### src/rtl/seq_gen_pkg.sv
// Shared definitions for the serial pattern burst generator.
//   state_e      : FSM state encoding (IDLE / SEND / DONE)
//   DEF_*        : default pattern, pattern length and overlap border
//   CNT_W        : width of the burst pattern count
//   idx_width()  : bit-index register width for a given pattern length
package seq_gen_pkg;

  typedef enum logic [1:0] {
    IDLE = 2'd0,
    SEND = 2'd1,
    DONE = 2'd2
  } state_e;

  localparam int unsigned DEF_PAT_LEN = 5;
  localparam logic [4:0]  DEF_PATTERN = 5'b10010;
  localparam int unsigned DEF_BORDER  = 2;
  localparam int unsigned CNT_W       = 8;

  function automatic int unsigned idx_width(input int unsigned len);
    return (len > 1) ? $clog2(len) : 1;
  endfunction

endpackage

### src/rtl/seq_pattern_shifter.sv
// Loadable bit-index pattern shifter.
//   clk, reset_n : clock, asynchronous active-low reset
//   load_i       : point the index at the pattern MSB
//   adv_i        : step toward the LSB; from the LSB, jump to wrap_idx_i
//   en_i         : gate for dout_o (dout_o is 0 when low)
//   wrap_idx_i   : index reloaded after the LSB has been sent
//   dout_o       : currently selected pattern bit, gated by en_i
//   at_lsb_o     : index currently points at the LSB
module seq_pattern_shifter
  import seq_gen_pkg::*;
#(
  parameter int unsigned            PAT_LEN = DEF_PAT_LEN,
  parameter logic [PAT_LEN-1:0]     PATTERN = DEF_PATTERN,
  localparam int unsigned           IDX_W   = idx_width(PAT_LEN)
) (
  input  logic             clk,
  input  logic             reset_n,
  input  logic             load_i,
  input  logic             adv_i,
  input  logic             en_i,
  input  logic [IDX_W-1:0] wrap_idx_i,
  output logic             dout_o,
  output logic             at_lsb_o
);

  logic [IDX_W-1:0] idx_q, idx_d;

  always_comb begin
    idx_d = idx_q;
    if (load_i) begin
      idx_d = IDX_W'(PAT_LEN - 1);
    end else if (adv_i) begin
      idx_d = at_lsb_o ? wrap_idx_i : idx_q - IDX_W'(1);
    end
  end

  always_ff @(posedge clk or negedge reset_n) begin
    if (!reset_n) idx_q <= '0;
    else          idx_q <= idx_d;
  end

  assign at_lsb_o = (idx_q == '0);
  assign dout_o   = en_i & PATTERN[idx_q];

endmodule

### src/rtl/sequence_10010_generator.sv
// Serial pattern burst generator.
//   clk, reset_n : clock, asynchronous active-low reset
//   start        : burst request (ignored unless idle)
//   count        : number of patterns in the burst, sampled with start
//   overlap      : 1 = overlapped patterns sharing BORDER bits, 0 = back-to-back
//   dout         : serial data, MSB first, 0 whenever valid is low
//   valid        : dout carries a burst bit
//   busy         : burst in progress
//   done         : one-cycle pulse after each accepted burst
// All outputs decode registered state only.
module sequence_10010_generator
  import seq_gen_pkg::*;
#(
  parameter int unsigned        PAT_LEN = DEF_PAT_LEN,
  parameter logic [PAT_LEN-1:0] PATTERN = DEF_PATTERN,
  parameter int unsigned        BORDER  = DEF_BORDER
) (
  input  logic             clk,
  input  logic             reset_n,
  input  logic             start,
  input  logic [CNT_W-1:0] count,
  input  logic             overlap,
  output logic             dout,
  output logic             valid,
  output logic             busy,
  output logic             done
);

  localparam int unsigned IDX_W = idx_width(PAT_LEN);

  state_e           state_q, state_d;
  logic [CNT_W-1:0] cnt_q, cnt_d;
  logic             ovl_q, ovl_d;
  logic             load, adv, at_lsb;
  logic [IDX_W-1:0] wrap_idx;

  // Overlapped patterns after the first resume below the shared border bits.
  assign wrap_idx = ovl_q ? IDX_W'(PAT_LEN - BORDER - 1) : IDX_W'(PAT_LEN - 1);

  always_comb begin
    state_d = state_q;
    cnt_d   = cnt_q;
    ovl_d   = ovl_q;
    load    = 1'b0;
    adv     = 1'b0;
    unique case (state_q)
      IDLE: begin
        if (start) begin
          if (count != '0) begin
            state_d = SEND;
            cnt_d   = count;
            ovl_d   = overlap;
            load    = 1'b1;
          end else begin
            state_d = DONE;
          end
        end
      end
      SEND: begin
        adv = 1'b1;
        // cnt_q holds patterns remaining including the current one, so it
        // never reaches zero while sending.
        if (at_lsb) begin
          if (cnt_q == CNT_W'(1)) state_d = DONE;
          else                    cnt_d   = cnt_q - CNT_W'(1);
        end
      end
      DONE: state_d = IDLE;
      default: state_d = IDLE;
    endcase
  end

  always_ff @(posedge clk or negedge reset_n) begin
    if (!reset_n) begin
      state_q <= IDLE;
      cnt_q   <= '0;
      ovl_q   <= 1'b0;
    end else begin
      state_q <= state_d;
      cnt_q   <= cnt_d;
      ovl_q   <= ovl_d;
    end
  end

  assign valid = (state_q == SEND);
  assign busy  = (state_q == SEND);
  assign done  = (state_q == DONE);

  seq_pattern_shifter #(
    .PAT_LEN (PAT_LEN),
    .PATTERN (PATTERN)
  ) u_shifter (
    .clk        (clk),
    .reset_n    (reset_n),
    .load_i     (load),
    .adv_i      (adv),
    .en_i       (valid),
    .wrap_idx_i (wrap_idx),
    .dout_o     (dout),
    .at_lsb_o   (at_lsb)
  );

endmodule
### config.mk
export PLATFORM = sky130hd
export DESIGN_NAME = sequence_10010_generator
export DESIGN_NICKNAME = d
export VERILOG_FILES = /design/src/rtl/seq_gen_pkg.sv /design/src/rtl/seq_pattern_shifter.sv /design/src/rtl/sequence_10010_generator.sv
export SDC_FILE = /design/constraint.sdc
export NUM_CORES = 1
export LEC_CHECK = 0
export ABC_AREA = 1
export BUFFER_PORTS_ARGS = -buffer_cell sky130_fd_sc_hd__clkbuf_2
export CAP_MARGIN = 0
export CORE_MARGIN = 4
export CORE_UTILIZATION = 50
export DETAILED_ROUTE_END_ITERATION = 16
export MAX_ROUTING_LAYER = met4
export PLACE_DENSITY_LB_ADDON = 0.12
export SYNTH_ARGS = -nofsm -noshare
export SYNTH_HDL_FRONTEND = slang
export SYNTH_SLANG_ARGS = --single-unit
### constraint.sdc
create_clock -name clk -period 1.5 [get_ports clk]
set_input_delay 0.3 -clock clk [delete_from_list [all_inputs] [get_ports clk]]
set_output_delay 0.3 -clock clk [all_outputs]
set_load 0.03 [all_outputs]
# Word level (Yosys, flattened, before mapping)
# Memory sizes are Yosys's and may differ from the RTL's.
# Index checks and enable logic that the tools add are counted.
# totals
elab_cells	44
ff_bits	14
input_bits	12
rom_bits	8
n_memories	1
out_inout_bits	4
# mem_list
name	depth	width	rd	rd_ports_with_merged_regs	wr	line_no	source
(no name shown)	8	1	1	0	0	seq_pattern_shifter.sv:43	assign dout_o = en_i & PATTERN[idx_q];
# op_classes
n_mux	19
n_eq_ne	8
n_bitwise	1
magnitude_cmp	1
reduce_logical	8
add_sub_neg	2
# ops
op	n
8-bit two-way mux	4
8-bit one-hot mux with 2 select lines	1
3-bit two-way mux	4
2-bit != test, second input constant	5
8-bit by 1-bit equality test with 1-bit output, second input constant	1
2-bit two-way mux	4
8-bit nonzero test	1
8-bit by 1-bit subtractor with 8-bit output, second input constant	1
3-bit AND reduction	2
1-bit two-way mux	5
5-bit AND reduction	1
3-bit by 4-bit < comparator with 1-bit output, second input constant	1
2-bit one-hot mux with 2 select lines	1
2-bit nonzero test	2
3-bit zero test	1
3-bit by 1-bit subtractor with 3-bit output, second input constant	1
2-bit by 1-bit equality test with 1-bit output, second input constant	1
2-bit equality test, second input constant	1
2-bit zero test	1
1-bit bitwise AND	1

# Depth between registers and ports, before layout
# depth
word_depth	5
depth_mapped	10
mapped_depth_nobuf	10

# Hierarchy
# Synthesis repeated with hierarchy kept, for this count alone.
# unflattened
hier_cells	166
hier_area_um2	1077.3
# by_module_without_submodules
module	seq_area_each_um2	area_per_inst_um2	cells_each	instances
sequence_10010_generator	275.3	818.3	130	1
seq_pattern_shifter	75.1	259.0	36	1

# Least setup slack after synthesis
# Ideal clock, no wire load.
# synth_timing
path_type	reg2out
from	register state_q[1]
to	output dout
path_stages_with_launch	5
slack_ps	39
arrival_ps	1161
path_cell_list	dfrtp_1 -> inv_1 -> nand2_1 -> buf_2 -> nor2_1
# synth_between
elab_chain_len	2
# synth_lines
item	line_no	source
start, declared	sequence_10010_generator.sv:31	state_e state_q, state_d;
start signal, assigned	sequence_10010_generator.sv:79	state_q <= state_d;
2-bit by 1-bit equality test with 1-bit output	sequence_10010_generator.sv:85	assign valid = (state_q == SEND);
1-bit bitwise AND	seq_pattern_shifter.sv:43	
end, declared	sequence_10010_generator.sv:23	output logic dout,
# Every way passes these cells.

# Worst setup path in the final report
# layout_timing
from	register u_shifter.idx_q[1]
to	output dout
# layout_between
elab_chain_len	3
# layout_lines
item	line_no	source
start, declared	seq_pattern_shifter.sv:26	logic [IDX_W-1:0] idx_q, idx_d;
start signal, assigned	seq_pattern_shifter.sv:39	else idx_q <= idx_d;
memory 8 x 1 bit	-	
1-bit two-way mux (not written as such)	seq_pattern_shifter.sv:43	
1-bit bitwise AND	seq_pattern_shifter.sv:43	
# Every way passes these cells. The select of a mux whose other input is x is not followed.

==> results.ini <==
[status]
status = complete, but fails checks
violations = setup timing

[layout]
n_antenna_cell = 0
final_cell_mix = nand2_1 (57), nor2_1 (18), inv_1 (16)
layout_commonest_cell = nand2_1
area.growth.synth_to_final_pct = 30.8
final_cells = 210
final_nets = 203
drive_above_1_share_pct = 25.9
nFillCells = 155

[power_and_ir_drop]
p_leak_nw = 0.715
powerDensity_mw_per_mm2 = 1890
swShare_pct = 46.8
switchingPower_mw = 1.16
power_mw = 2.47
clockPowerShare_pct = 11.5
p_seq_share_pct = 29.3
combPwrFrac_pct = 59.2
p_int_mw = 1.32
ir_drop_mv = 1.33

[global_route]
grt_start_max_net_pins = 15
grt_usage_pct = 23.2
antenna_found_initial = 0
grt_overflow = 0
grt_pass1_vias = 1054
grt_pass1_wl_um = 4560

[yosys]
syn_inst = 153
synthXorXnorAreaFrac_pct = 0.875
synth_compound_area_share_pct = 7.38
syn-num-nets = 170
yosysWarnings = 0
ys_seq_elements = 14
synthAdderAreaFrac_pct = 6.25
synth_top_family_by_area = simple AND/OR/NAND/NOR gates
seq_area_frac_synth_pct = 35.0
synth_cell_types = 20
muxShareOfSynthArea_pct = 1.00
yosys.area_share.simple_pct = 39.6
netlist_area_sq_mm = 0.00100
syn_avg_cell_area_sq_um = 6.54

[cts]
clk_pin_slew_ns = 0.09
clock_latency_ns = 0.29
numCtsBuffers = 3
cts_sinks = 14
cts_tree = yes
cts-htree-levels = 1
clockBufferDepth = 2
cts_root_buffer = clkbuf_4

[detailed_routing]
vias = 1072
wirelength_um = 2640
ant_nets = 0
vias_per_cell = 5.10
drt-initial-drc-count = 40
post_drt_wl_per_cell_um = 12.5
drc = 0
drtPass1Iterations = 4

[floorplanning]
ios = 16
rows = 15
die_y_um = 52.7
die_w_um = 52.7
fp.coreArea_sq_mm = 0.00180
start_util_pct = 55.6
dieArea_sq_mm = 0.00278

[timing]
finClkSkew_ns = 0.00384
max_slew_margin_pct = 74.5
hold_violations = 0
tightest_slew_ns = 0.382
post-route-min-period_ns = 1.55
fin_tns_setup_ns = -0.0839
drv_slew = 0
period_share_pct = 103
fmax_mhz = 647
grt_setup_unrepaired = true
holdWs_ns = 0.231
setup_viol = 6
worst_slack_ns = -0.0459

[worst_setup_path]
crit_fanout = 3
crit_path_end_kind = output pin
startpoint_type = flip-flop
reg2reg_slack_ns = -0.01
worstPathRequired_ns = 1.20
setup.worst_path.class = reg -> out
worstPathArrival_ns = 1.25

[hold_path]
hp-class = in -> reg

[place]
numPortBuffers = 15
gp_congestion = 0.835
hpwlAfterDp_um = 1790
place_inst = 197

[job]
drv_cap = 0

## power groups by stage
stage                     logic (mW)  clock network [mW]  registers, mW
after detailed placement        1.26                   0          0.717
after CTS                       1.40               0.287          0.714
after floorplan                0.973                   0          0.677
final                           1.46               0.285          0.724
after global routing            1.66               0.312          0.753
after global placement          1.22                   0          0.708
## cells in the mapped netlist
cell | number | share of area, %
nand3_2 | 1 | 1.0
o22ai_1 | 1 | 0.63
o21ai_0 | 9 | 4.5
buf_4 | 2 | 1.5
nand4_1 | 1 | 0.63
a21oi_1 | 1 | 0.50
ha_1 | 5 | 6.3
nand2_1 | 59 | 22
inv_1 | 18 | 6.7
xor2_1 | 1 | 0.88
nor3_1 | 1 | 0.50
nand2_2 | 1 | 0.63
nor2_1 | 20 | 7.5
o21ai_2 | 2 | 1.8
buf_2 | 1 | 0.50
nor2_2 | 2 | 1.2
dfrtp_1 | 14 | 35
buf_6 | 1 | 1.1
nand3_1 | 12 | 6.0
mux2i_1 | 1 | 1.0
## kinds of logic after synthesis
logic type                 count (synthesis)
buffers and inverters                     22
and+or+nand+nor                           97
muxes                                      1
AOI/OAI and AO/OA                         13
adders and majority gates                  5
xor gates and xnor gates                   1
DFF                                       14
## flip-flops by register name, indices dropped and copies added, names as in the netlist
signal and flops:
state_q 2, u_shifter.idx_q 3, ovl_q 1, cnt_q 8
## critical path, stage by stage, from the launching register on
cell and delay (ns):
dfrtp_1 0.40, inv_2 0.10, ha_4 0.14, nor2_2 0.03, nor2_1 0.11, clkbuf_8 0.17
## layer usage
metal	GRT usage, %	vias to the layer above	wire, um	share of wire (%)
met5	-	-	0	0
met4	14.5	0	86	3.3
met3	3.42	12	118	4.5
met2	37.8	32	1390	53
met1	26.5	486	1040	39
li1	-	542	-	-
## final timing paths
check | start | endpoint | depth (start not counted)
setup reg to reg | u_shifter.idx_q[1] | cnt_q[7] | 10
max in group asynchronous | reset_n | u_shifter.idx_q[0] | 2
hold reg to reg | cnt_q[1] | cnt_q[1] | 2
min in group asynchronous | reset_n | cnt_q[4] | 2
hold / removal | overlap | ovl_q | 3
setup / recovery | u_shifter.idx_q[1] | dout | 5
## cell type report
cell class	instances	area (sq um)	share of cell area, %
inverters	18	67.6	5.16
flip-flops and latches	14	350	26.8
multi-input cells	117	579	44.3
repair buffers	32	244	18.6
well taps	25	31.3	2.39
clock buffers	4	36.3	2.77
## repair_timing
item	CTS	global route
setup endpoints to repair	10	12
hold endpoints to repair	14	0
gates resized for setup	14	9
pin swaps	4	2
setup buffers	4	4
hold buffers	1	0
## stage by stage
step / setup slack (ns) / util [%] / cell area [sq um]
2_1_floorplan: 0.0394 / - / 1000
3_3_place_gp: 0.0690 / 63.1 / 1140
3_5_place_dp: -0.00321 / 63.1 / 1140
4_1_cts: -0.0454 / 70.2 / 1260
5_1_grt: -0.121 / 72.6 / 1310
6_report: -0.0459 / 72.6 / 1310
Note: power is estimated with default switching activity, not from simulation.
